## src/rtl/dmem_wait_responder_pkg.sv

```systemverilog
// ---------------------------------------------------------------------------
// dmem_pkg
// Shared definitions for the wait-state data memory responder.
//   state_t  : FSM state encoding (S_IDLE=0, S_WAIT=1, S_DONE=2)
//   CNT_W    : width of the wait-state down-counter (WAIT_CYCLES up to 15)
//   WORD_OFS : number of byte-offset bits below the word index in ADDR
// ---------------------------------------------------------------------------
package dmem_pkg;

  localparam int CNT_W    = 4;
  localparam int WORD_OFS = 2;

  typedef enum logic [1:0] {
    S_IDLE = 2'd0,
    S_WAIT = 2'd1,
    S_DONE = 2'd2
  } state_t;

endpackage

```

## src/rtl/dmem_wait_responder_if.sv

```systemverilog
// ---------------------------------------------------------------------------
// dmem_wait_responder_if
// M-stage data-port bundle between the pipeline (master) and the memory
// responder (slave).
//   ReqM   : access request                  (master -> slave)
//   WE     : 1 = store, 0 = load             (master -> slave)
//   ADDR   : byte address                    (master -> slave)
//   WD     : store data                      (master -> slave)
//   RD     : load data, held until next done (slave -> master)
//   DoneM  : one-cycle completion pulse      (slave -> master)
//   StallM : pipeline hold request           (slave -> master)
//   Busy   : access in flight                (slave -> master)
//   FaultM : misalignment fault with DoneM   (slave -> master)
// ---------------------------------------------------------------------------
interface dmem_wait_responder_if #(
  parameter int WIDTH = 32
);

  logic             ReqM;
  logic             WE;
  logic [WIDTH-1:0] ADDR;
  logic [WIDTH-1:0] WD;
  logic [WIDTH-1:0] RD;
  logic             DoneM;
  logic             StallM;
  logic             Busy;
  logic             FaultM;

  modport master (
    output ReqM, WE, ADDR, WD,
    input  RD, DoneM, StallM, Busy, FaultM
  );

  modport slave (
    input  ReqM, WE, ADDR, WD,
    output RD, DoneM, StallM, Busy, FaultM
  );

endinterface

```

## src/rtl/dmem_wait_responder_array.sv

```systemverilog
// ---------------------------------------------------------------------------
// dmem_array
// DEPTH x WIDTH word storage with synchronous write and registered read.
// The contents are never cleared; only the read register returns to zero
// on reset.
//   clk    : rising-edge clock
//   reset  : synchronous, active-high (clears rdata only)
//   we     : write enable
//   waddr  : write word index
//   wdata  : write data
//   re     : read enable; rdata updates on the next edge
//   raddr  : read word index
//   rdata  : registered read data, holds between reads
// ---------------------------------------------------------------------------
module dmem_array #(
  parameter int WIDTH = 32,
  parameter int DEPTH = 64
) (
  input  logic                     clk,
  input  logic                     reset,
  input  logic                     we,
  input  logic [$clog2(DEPTH)-1:0] waddr,
  input  logic [WIDTH-1:0]         wdata,
  input  logic                     re,
  input  logic [$clog2(DEPTH)-1:0] raddr,
  output logic [WIDTH-1:0]         rdata
);

  logic [WIDTH-1:0] r_mem [DEPTH];
  logic [WIDTH-1:0] r_rdata;

  // Storage write port: contents survive reset, so no reset branch here.
  always_ff @(posedge clk) begin
    if (we) begin
      r_mem[waddr] <= wdata;
    end
  end

  // Registered read port: the value is kept until the next read so the
  // responder can present stable load data after completion.
  always_ff @(posedge clk) begin
    if (reset) begin
      r_rdata <= '0;
    end else if (re) begin
      r_rdata <= r_mem[raddr];
    end
  end

  assign rdata = r_rdata;

endmodule

```

## src/rtl/dmem_wait_responder.sv

```systemverilog
// ---------------------------------------------------------------------------
// dmem_wait_responder
// Memory-side responder for the M-stage data port. Accepts one load/store
// from IDLE, spends WAIT_CYCLES cycles in WAIT, then pulses DoneM for one
// cycle in DONE. StallM holds the pipeline from the first request cycle
// until the done cycle.
//   clk    : rising-edge clock
//   reset  : synchronous, active-high; aborts any access in flight
//   bus    : dmem_wait_responder_if.slave (ReqM/WE/ADDR/WD in,
//            RD/DoneM/StallM/Busy/FaultM out)
// Optional feature macro: DMEM_MISALIGN_FAULT_EN
//   defined   -> ADDR[1:0]!=0 at accept suppresses the store, forces RD=0
//                and raises FaultM with DoneM
//   undefined -> ADDR[1:0] ignored, FaultM tied 0
// ---------------------------------------------------------------------------
module dmem_wait_responder
  import dmem_pkg::*;
#(
  parameter int WIDTH       = 32,
  parameter int DEPTH       = 64,
  parameter int WAIT_CYCLES = 2
) (
  input  logic                 clk,
  input  logic                 reset,
  dmem_wait_responder_if.slave bus
);

  localparam int               IDX_W    = $clog2(DEPTH);
  localparam logic [CNT_W-1:0] CNT_INIT = (WAIT_CYCLES == 0) ? '0 : CNT_W'(WAIT_CYCLES - 1);

  state_t             r_state;
  state_t             w_nextState;
  logic [CNT_W-1:0]   r_cnt;
  logic [CNT_W-1:0]   w_nextCnt;
  logic               w_accept;
  logic               w_enterDone;
  logic               w_commit;

  logic               r_we;
  logic [IDX_W-1:0]   r_idx;
  logic [WIDTH-1:0]   r_wd;
  logic               r_fault;

  logic               w_fromIdle;
  logic               w_curWe;
  logic [IDX_W-1:0]   w_curIdx;
  logic [WIDTH-1:0]   w_curWd;
  logic               w_curFault;
  logic [WIDTH-1:0]   w_rdata;
  logic               w_unused;

  // Next-state and counter logic. With zero wait states the request goes
  // straight from IDLE to DONE, so the accept edge is also the commit edge.
  always_comb begin
    w_nextState = r_state;
    w_nextCnt   = r_cnt;
    w_accept    = 1'b0;
    w_enterDone = 1'b0;
    case (r_state)
      S_IDLE: begin
        if (bus.ReqM) begin
          w_accept = 1'b1;
          if (WAIT_CYCLES == 0) begin
            w_nextState = S_DONE;
            w_enterDone = 1'b1;
          end else begin
            w_nextState = S_WAIT;
            w_nextCnt   = CNT_INIT;
          end
        end
      end
      S_WAIT: begin
        if (r_cnt == '0) begin
          w_nextState = S_DONE;
          w_enterDone = 1'b1;
        end else begin
          w_nextCnt = r_cnt - 1'b1;
        end
      end
      S_DONE: begin
        w_nextState = S_IDLE;
      end
      default: begin
        w_nextState = S_IDLE;
      end
    endcase
  end

  // State register and fault flag. The fault flag is captured on the same
  // edge that enters DONE so it lines up with DoneM and keeps masking RD
  // until the next completion.
  always_ff @(posedge clk) begin
    if (reset) begin
      r_state <= S_IDLE;
      r_cnt   <= '0;
      r_fault <= 1'b0;
    end else begin
      r_state <= w_nextState;
      r_cnt   <= w_nextCnt;
      if (w_enterDone) begin
        r_fault <= w_curFault;
      end
    end
  end

  // Request latch: captures the access at accept so the commit does not
  // depend on the pipeline keeping ADDR/WD steady.
  always_ff @(posedge clk) begin
    if (w_accept) begin
      r_we  <= bus.WE;
      r_idx <= bus.ADDR[IDX_W+WORD_OFS-1:WORD_OFS];
      r_wd  <= bus.WD;
    end
  end

  // In the zero-wait case the commit happens while still in IDLE, before the
  // latch has been written, so the live bus values are used instead.
  assign w_fromIdle = (r_state == S_IDLE);
  assign w_curWe    = w_fromIdle ? bus.WE : r_we;
  assign w_curIdx   = w_fromIdle ? bus.ADDR[IDX_W+WORD_OFS-1:WORD_OFS] : r_idx;
  assign w_curWd    = w_fromIdle ? bus.WD : r_wd;

`ifdef DMEM_MISALIGN_FAULT_EN
  logic r_misalign;

  // Misalignment is judged on the address seen at accept.
  always_ff @(posedge clk) begin
    if (w_accept) begin
      r_misalign <= (bus.ADDR[WORD_OFS-1:0] != '0);
    end
  end

  assign w_curFault = w_fromIdle ? (bus.ADDR[WORD_OFS-1:0] != '0) : r_misalign;
`else
  assign w_curFault = 1'b0;
`endif

  // A reset on the would-be DONE-entry edge must not let the write through.
  assign w_commit = w_enterDone & ~reset;

  dmem_array #(
    .WIDTH (WIDTH),
    .DEPTH (DEPTH)
  ) u_array (
    .clk   (clk),
    .reset (reset),
    .we    (w_commit & w_curWe & ~w_curFault),
    .waddr (w_curIdx),
    .wdata (w_curWd),
    .re    (w_commit & ~w_curWe),
    .raddr (w_curIdx),
    .rdata (w_rdata)
  );

  assign bus.DoneM  = (r_state == S_DONE);
  assign bus.Busy   = (r_state != S_IDLE);
  assign bus.StallM = bus.ReqM & ~bus.DoneM;
  assign bus.FaultM = r_fault & bus.DoneM;
  assign bus.RD     = r_fault ? '0 : w_rdata;

  // Address bits outside the word index are intentionally ignored.
  assign w_unused = ^bus.ADDR;

endmodule

```

## src/flat_wrapper.sv

```systemverilog
// flat-port wrapper written by rule: the top's interface ports become plain ports
module dmem_wait_responder_flat import dmem_pkg::*;
#(
  parameter int WIDTH       = 32,
  parameter int DEPTH       = 64,
  parameter int WAIT_CYCLES = 2
)
  (clk, reset, bus_ReqM, bus_WE, bus_ADDR, bus_WD, bus_RD, bus_DoneM, bus_StallM, bus_Busy, bus_FaultM);
  dmem_wait_responder_if #(.WIDTH(WIDTH)) bus_i ();
  input  logic clk;
  input  logic reset;
  input wire logic [$bits(bus_i.ReqM)-1:0] bus_ReqM;
  input wire logic [$bits(bus_i.WE)-1:0] bus_WE;
  input wire logic [$bits(bus_i.ADDR)-1:0] bus_ADDR;
  input wire logic [$bits(bus_i.WD)-1:0] bus_WD;
  output wire logic [$bits(bus_i.RD)-1:0] bus_RD;
  output wire logic [$bits(bus_i.DoneM)-1:0] bus_DoneM;
  output wire logic [$bits(bus_i.StallM)-1:0] bus_StallM;
  output wire logic [$bits(bus_i.Busy)-1:0] bus_Busy;
  output wire logic [$bits(bus_i.FaultM)-1:0] bus_FaultM;
  assign bus_i.ReqM = bus_ReqM;
  assign bus_i.WE = bus_WE;
  assign bus_i.ADDR = bus_ADDR;
  assign bus_i.WD = bus_WD;
  assign bus_RD = bus_i.RD;
  assign bus_DoneM = bus_i.DoneM;
  assign bus_StallM = bus_i.StallM;
  assign bus_Busy = bus_i.Busy;
  assign bus_FaultM = bus_i.FaultM;
  dmem_wait_responder #(.WIDTH(WIDTH), .DEPTH(DEPTH), .WAIT_CYCLES(WAIT_CYCLES)) u_core (.clk(clk), .reset(reset), .bus(bus_i));
endmodule
```

## config.mk

```make
export PLATFORM = sky130hd
export DESIGN_NAME = dmem_wait_responder_flat
export DESIGN_NICKNAME = d
export VERILOG_FILES = /design/src/rtl/dmem_wait_responder_pkg.sv /design/src/rtl/dmem_wait_responder_if.sv /design/src/rtl/dmem_wait_responder_array.sv /design/src/rtl/dmem_wait_responder.sv /design/src/flat_wrapper.sv
export SDC_FILE = /design/constraint.sdc
export NUM_CORES = 2
export LEC_CHECK = 0
export CAP_MARGIN = 20
export CORE_UTILIZATION = 45
export DETAILED_ROUTE_END_ITERATION = 8
export SKIP_LAST_GASP = 1
export SYNTH_ARGS = -nofsm -noshare
export SYNTH_HDL_FRONTEND = slang
export SYNTH_HIERARCHICAL = 1
export SYNTH_SLANG_ARGS = --single-unit
```

## constraint.sdc

```tcl
create_clock -name clk -period 5 [get_ports clk]
set_input_delay 0.75 -clock clk [delete_from_list [all_inputs] [get_ports clk]]
set_output_delay 0.75 -clock clk [all_outputs]
set_load 0.01 [all_outputs]
```

After elaboration in Yosys (flattened, before gate mapping)

Memories as Yosys holds them, arrays and structs flattened. A register that Yosys moved wholly into a read port is not among the register bits.
Index checks and enable logic that the tools add are counted.

Word-level logic and storage cells: 40
Input port bits: 68
Bits in writable memories: 2048
Memories: 1
Register bits after elaboration: 45

Memory list:

| memory               | depth | width | rd ports | clocked after Yosys merged registers in | wr ports | RTL line                        | text |
|---|---|---|---|---|---|---|---|
| u_core.u_array.r_mem | 64    | 32    | 1        | 1                                       | 1        | dmem_wait_responder_array.sv:29 | `logic [WIDTH-1:0] r_mem [DEPTH];` |

Eq/ne operators: 5
Muxes and demuxes: 15
Reductions and logical operators: 6
Add/sub/neg operators: 1
Bitwise logic cells: 7

Operators with widths:

| operator            | count |
|---|---|
| $mux 32             | 1 |
| $mux 4              | 2 |
| $pmux 4 s2          | 1 |
| $mux 1              | 7 |
| $mux 6              | 1 |
| $and 1x1->1         | 4 |
| $logic_not 4->1     | 1 |
| $mux 2              | 2 |
| $ne 2x2->1 const B  | 2 |
| $pmux 2 s2          | 1 |
| $reduce_bool 2->1   | 2 |
| $sub 4x1->4 const B | 1 |
| $not 1->1           | 3 |
| $reduce_and 3->1    | 1 |
| $eq 2x1->1 const B  | 1 |
| $eq 2x2->1 const B  | 1 |
| $logic_not 2->1     | 1 |
| $ne 2x1->1 const B  | 1 |
| $reduce_and 2->1    | 1 |

Logic depth before layout (Yosys ltp)

Depth in word-level cells: 7
Gate-level depth with buffers: 14
Mapped depth without buffers: 10

Modules after synthesis

The synthesis kept the hierarchy.

By module, submodules not included:

| module              | cells an instance | sequential area each (um2) | area each (um2) | times used |
|---|---|---|---|---|
| dmem_array          | 3710              | 62139.6                    | 79590.1         | 1 |
| dmem_wait_responder | 120               | 1291.2                     | 1971.9          | 1 |

Worst setup path before layout

OpenSTA, ideal clock, no wires.

Kind: reg2reg
Start point: register u_core.r_cnt[0]
End point: memory u_core.u_array.r_mem[48][0] (enable)
Cell stages (with the launch flop): 9
Arrival time: 3.840 ns
Clock period less this slack: 4.301 ns
Setup slack: 0.699 ns
Path buffers: 0
Data required time: 4.539 ns
Setup time: 0.461 ns
Cells stage by stage: dfxtp_1 > inv_1 > ha_1 > nor3b_1 > nor4b_2 > and2_1 > nor2b_1 > nand4b_1 > nor3_1

Word-level cells in the longest chain between the ends: 7

RTL lines:

| what                         | RTL line                        | text |
|---|---|---|
| from (decl)                  | dmem_wait_responder.sv:33       | `logic [CNT_W-1:0] r_cnt;` |
| from (signal assigned)       | dmem_wait_responder.sv:99       | `r_cnt <= w_nextCnt;` |
| $logic_not 4->1              | dmem_wait_responder.sv:73       | `if (r_cnt == '0) begin` |
| $mux 1                       | dmem_wait_responder.sv:73       |  |
| $mux 1                       | dmem_wait_responder.sv:59       | `case (r_state)` |
| $and 1x1->1                  | dmem_wait_responder.sv:139      | `assign w_commit = w_enterDone & ~reset;` |
| $and 1x1->1                  | dmem_wait_responder.sv:147      | `.we (w_commit & w_curWe & ~w_curFault),` |
| $mux 1                       | dmem_wait_responder_array.sv:34 | `if (we) begin` |
| $mux 1 (implied by the code) | dmem_wait_responder_array.sv:35 | `r_mem[waddr] <= wdata;` |
| to (decl)                    | dmem_wait_responder_array.sv:29 |  |

No other way between the ends.

Worst setup path in the final report

Start point: register u_core.r_cnt[0]
End point: memory u_core.u_array.r_mem[24][25] (enable)

Same word-level chain as after synthesis.

==> metrics.txt <==
status=complete, no violations; Critical Path Source Type=flip-flop; Seq cells post-synth=2125; Syn Inst Count=3830; post-route antenna net violation count=0; grt ovf=0; antenna cells=0; number of synthesized flops with an enable pin=2087; Seq pwr share=49.7%; Post-Place Cells=6274; cts repair resizes=0; hold buffer count at cts=0; post-synthesis cell area=81600 um2; critical path arrival=4.58 ns; share of cells above drive strength 1=26.1%; post-synth top area share=76.8%; global-route wire length before repair=299000 um; CP required=5.53 ns; Max Slew Vio Count=0; Fmax=0.247 GHz; Clock Power Share=37.5%; router iterations before antenna repair=8; die height=428 um; # port buffers=76; Hold Vio Cnt, Final=0; CP Buf/Inv Count=2; internal power=30800 uW; Synth Area per Inst=21.3 um2; number of CTS-inserted buffers=210; Peak supply drop=0.383 mV; Mapped Nets=3899; routed wire length per instance=31.4 um; Relative slew margins=23.7%; DRC=0; CTS tree=yes; delay-heaviest family, CP=simple AND/OR/NAND/NOR gates; Max clock buf depth=3; drt via density=6.04; share of synthesized flip-flops with an asynchronous set or reset=0%; Leakage=0.0298 uW; power density cells=435 nW/um2; Worst-path clk slew=0.06 ns; RePlAce Congestion=0.772; Hold Crit Class=input port to flip-flop; Clock Skew=0.0447 ns; Total Routing Usage GR=23.0%; register area share after synthesis=77.8%; Sink Count=2125; Switching Share=24.7%; worst slew pin tran=1.14 ns; slack of the critical path=0.955 ns; CP Class=flip-flop to flip-flop; ys flop type=edfxtp_1; RSZ-0062 raised after global routing=no; H-tree levels=4; CP max FO=11; pin count of the biggest net entering global routing=78; Logic pwr share=12.8%; yosys synthesis warning count=6; antenna violations before repair=7; Starting Density=45.5%; Site Rows=155; CP endpoint kind=flip-flop; Critical Path Max Stage Delay=0.65 ns; later-pin clock latency in the skew report=0.86 ns; Psw=10100 uW; P&R area growth vs syn=15.4%; postcts setup bufs=0; Final period util=80.9%; vias in the first global route=40500; width of the die=428 um; leading area contributor after synthesis=edfxtp_1; I/O pin count=104; Place WS=0.799 ns; Slowest-stage cell, CP=nor4b_2; synth unique cells=61; largest cells by area after synthesis=edfxtp_1, mux4_2, mux2i_1, mux2_2, dfxtp_1; area of the die=183000 um2; clock root buffer=clkbuf_16; final WL=209000 um; setup TNS=0 ns; via count=40294; Setup-failing EPs final=0; post-route insts no fill=6672; fin crit period=4.04 ns; core area=179000 um2; HPWL Detailed=122000 um; Max Cap Viol=0; worst path cell trace=inv_1 -> ha_1 -> nor3b_1 -> nor4b_2 -> and2_1 -> nor2b_1 -> nand2_1 -> nor2_4 -> buf_12; Final nets=4208; 1st-iter DRT viols=4350
## synth_stat cells (3+ instances only)
library cell  instances
and2_1               30
a21oi_1              68
or3b_2                3
a22oi_1              50
a2111oi_0            19
and3_1                4
o221ai_1             52
or3_1                 3
nor3_1                4
edfxtp_1           2087
nor2b_1              14
mux4_2              386
buf_6                14
mux2_2               84
nor2_1              108
a221o_1              26
o22ai_1              81
nand2_1              34
nand3_1              17
buf_2                73
inv_1                 5
or2_2                 4
a221oi_1             31
nand2b_1              6
o21ai_0              57
clkbuf_1             98
buf_1                13
buf_4                32
dfxtp_1              38
nand4_1              13
nand3b_1              4
mux2i_1             270
a31oi_1              39
o21a_1               17
o211ai_1              6
a311oi_1              9
## final timing paths
| kind | from | endpoint | slack (ns) | depth (start not counted) |
|---|---|---|---|---|
| max | u_core/r_cnt[0] | u_core/u_array/r_mem[24][25] | 0.96 | 9 |
| min reg2reg | u_core/r_cnt[1] | u_core/r_cnt[1] | 0.50 | 2 |
| min | bus_WD[6] | u_core/r_wd[6] | 0.46 | 1 |
| max reg2reg | u_core/r_cnt[0] | u_core/u_array/r_mem[24][25] | 0.96 | 9 |
## area by class of cell
class / instances / area, um2
Fill cell: 14024 / 85100
Sequential cell: 2125 / 63400
Multi-Input combinational cell: 1467 / 17500
Clock buffer: 276 / 5690
Timing Repair Buffer: 328 / 3440
Tap cell: 2355 / 2950
Clock inverter: 114 / 1070
Inverter: 7 / 27.5
## layer usage
metal,share of wire (%),GRT usage (%),vias up
met1,42,32.5,21708
li1,-,-,16809
met4,2.0,5.09,0
met2,50,38.4,1516
met3,6.0,3.09,261
met5,0,0,-
## layout by cell type (no fill, tap or decap), types with 17 or more instances in the layout
cell type        count
clkbuf_16          212
a31oi_1             39
clkdlybuf4s50_1     76
nand3_1             17
dfxtp_1             38
mux4_2             386
a221o_1             26
mux2i_1            270
clkbuf_1            50
a22oi_1             50
o21ai_0             57
and2_1              29
clkinv_2            52
buf_12              60
o221ai_1            52
nor2_4              65
buf_4              189
mux2_2              80
clkinv_1            34
o22ai_1             81
a21oi_1             68
nand2_1             33
edfxtp_1          2087
o21a_1              17
nor2_1              42
a221oi_1            31
## stage by stage
stage	hold WS (ns)	total power (uW)	cell area [um2]	utilization (%)
3_3_place_gp	0.475	25800	87200	48.6
6_report	0.465	40900	94100	52.5
2_1_floorplan	0.452	23900	81600	-
5_1_grt	0.431	42100	94100	52.5
3_5_place_dp	0.489	25900	87200	48.7
4_1_cts	0.404	41100	93900	52.4
## kinds of logic after synthesis
kind of cell / synth area share (%)
AO/OA/AOI/OAI: 4.03
adder cells (fa/ha/maj): 0.0153
buffers and inverters: 1.48
flip-flops: 77.8
multiplexers: 15.1
other: 0.00460
AND/OR/NAND/NOR: 1.56
## power by group through the flow
stage               Sequential (uW)  Combinational [uW]  Clock [uW]
floorplan                     20700                3260           0
global placement              20700                5120           0
detailed placement            20700                5200           0
CTS                           20300                5220       15600
global route                  20300                5530       16300
finish                        20300                5230       15400
## sequential cells by signal, indices dropped and copies added (netlist names)
| register | cells |
|---|---|
| u_core/r_we | 1 |
| u_core/u_array/r_mem | 2048 |
| u_core/r_state | 2 |
| u_core/u_array/rdata | 32 |
| u_core/r_wd | 32 |
| u_core/r_cnt | 4 |
| u_core/r_idx | 6 |
Note: power is estimated with default switching activity, not from simulation.
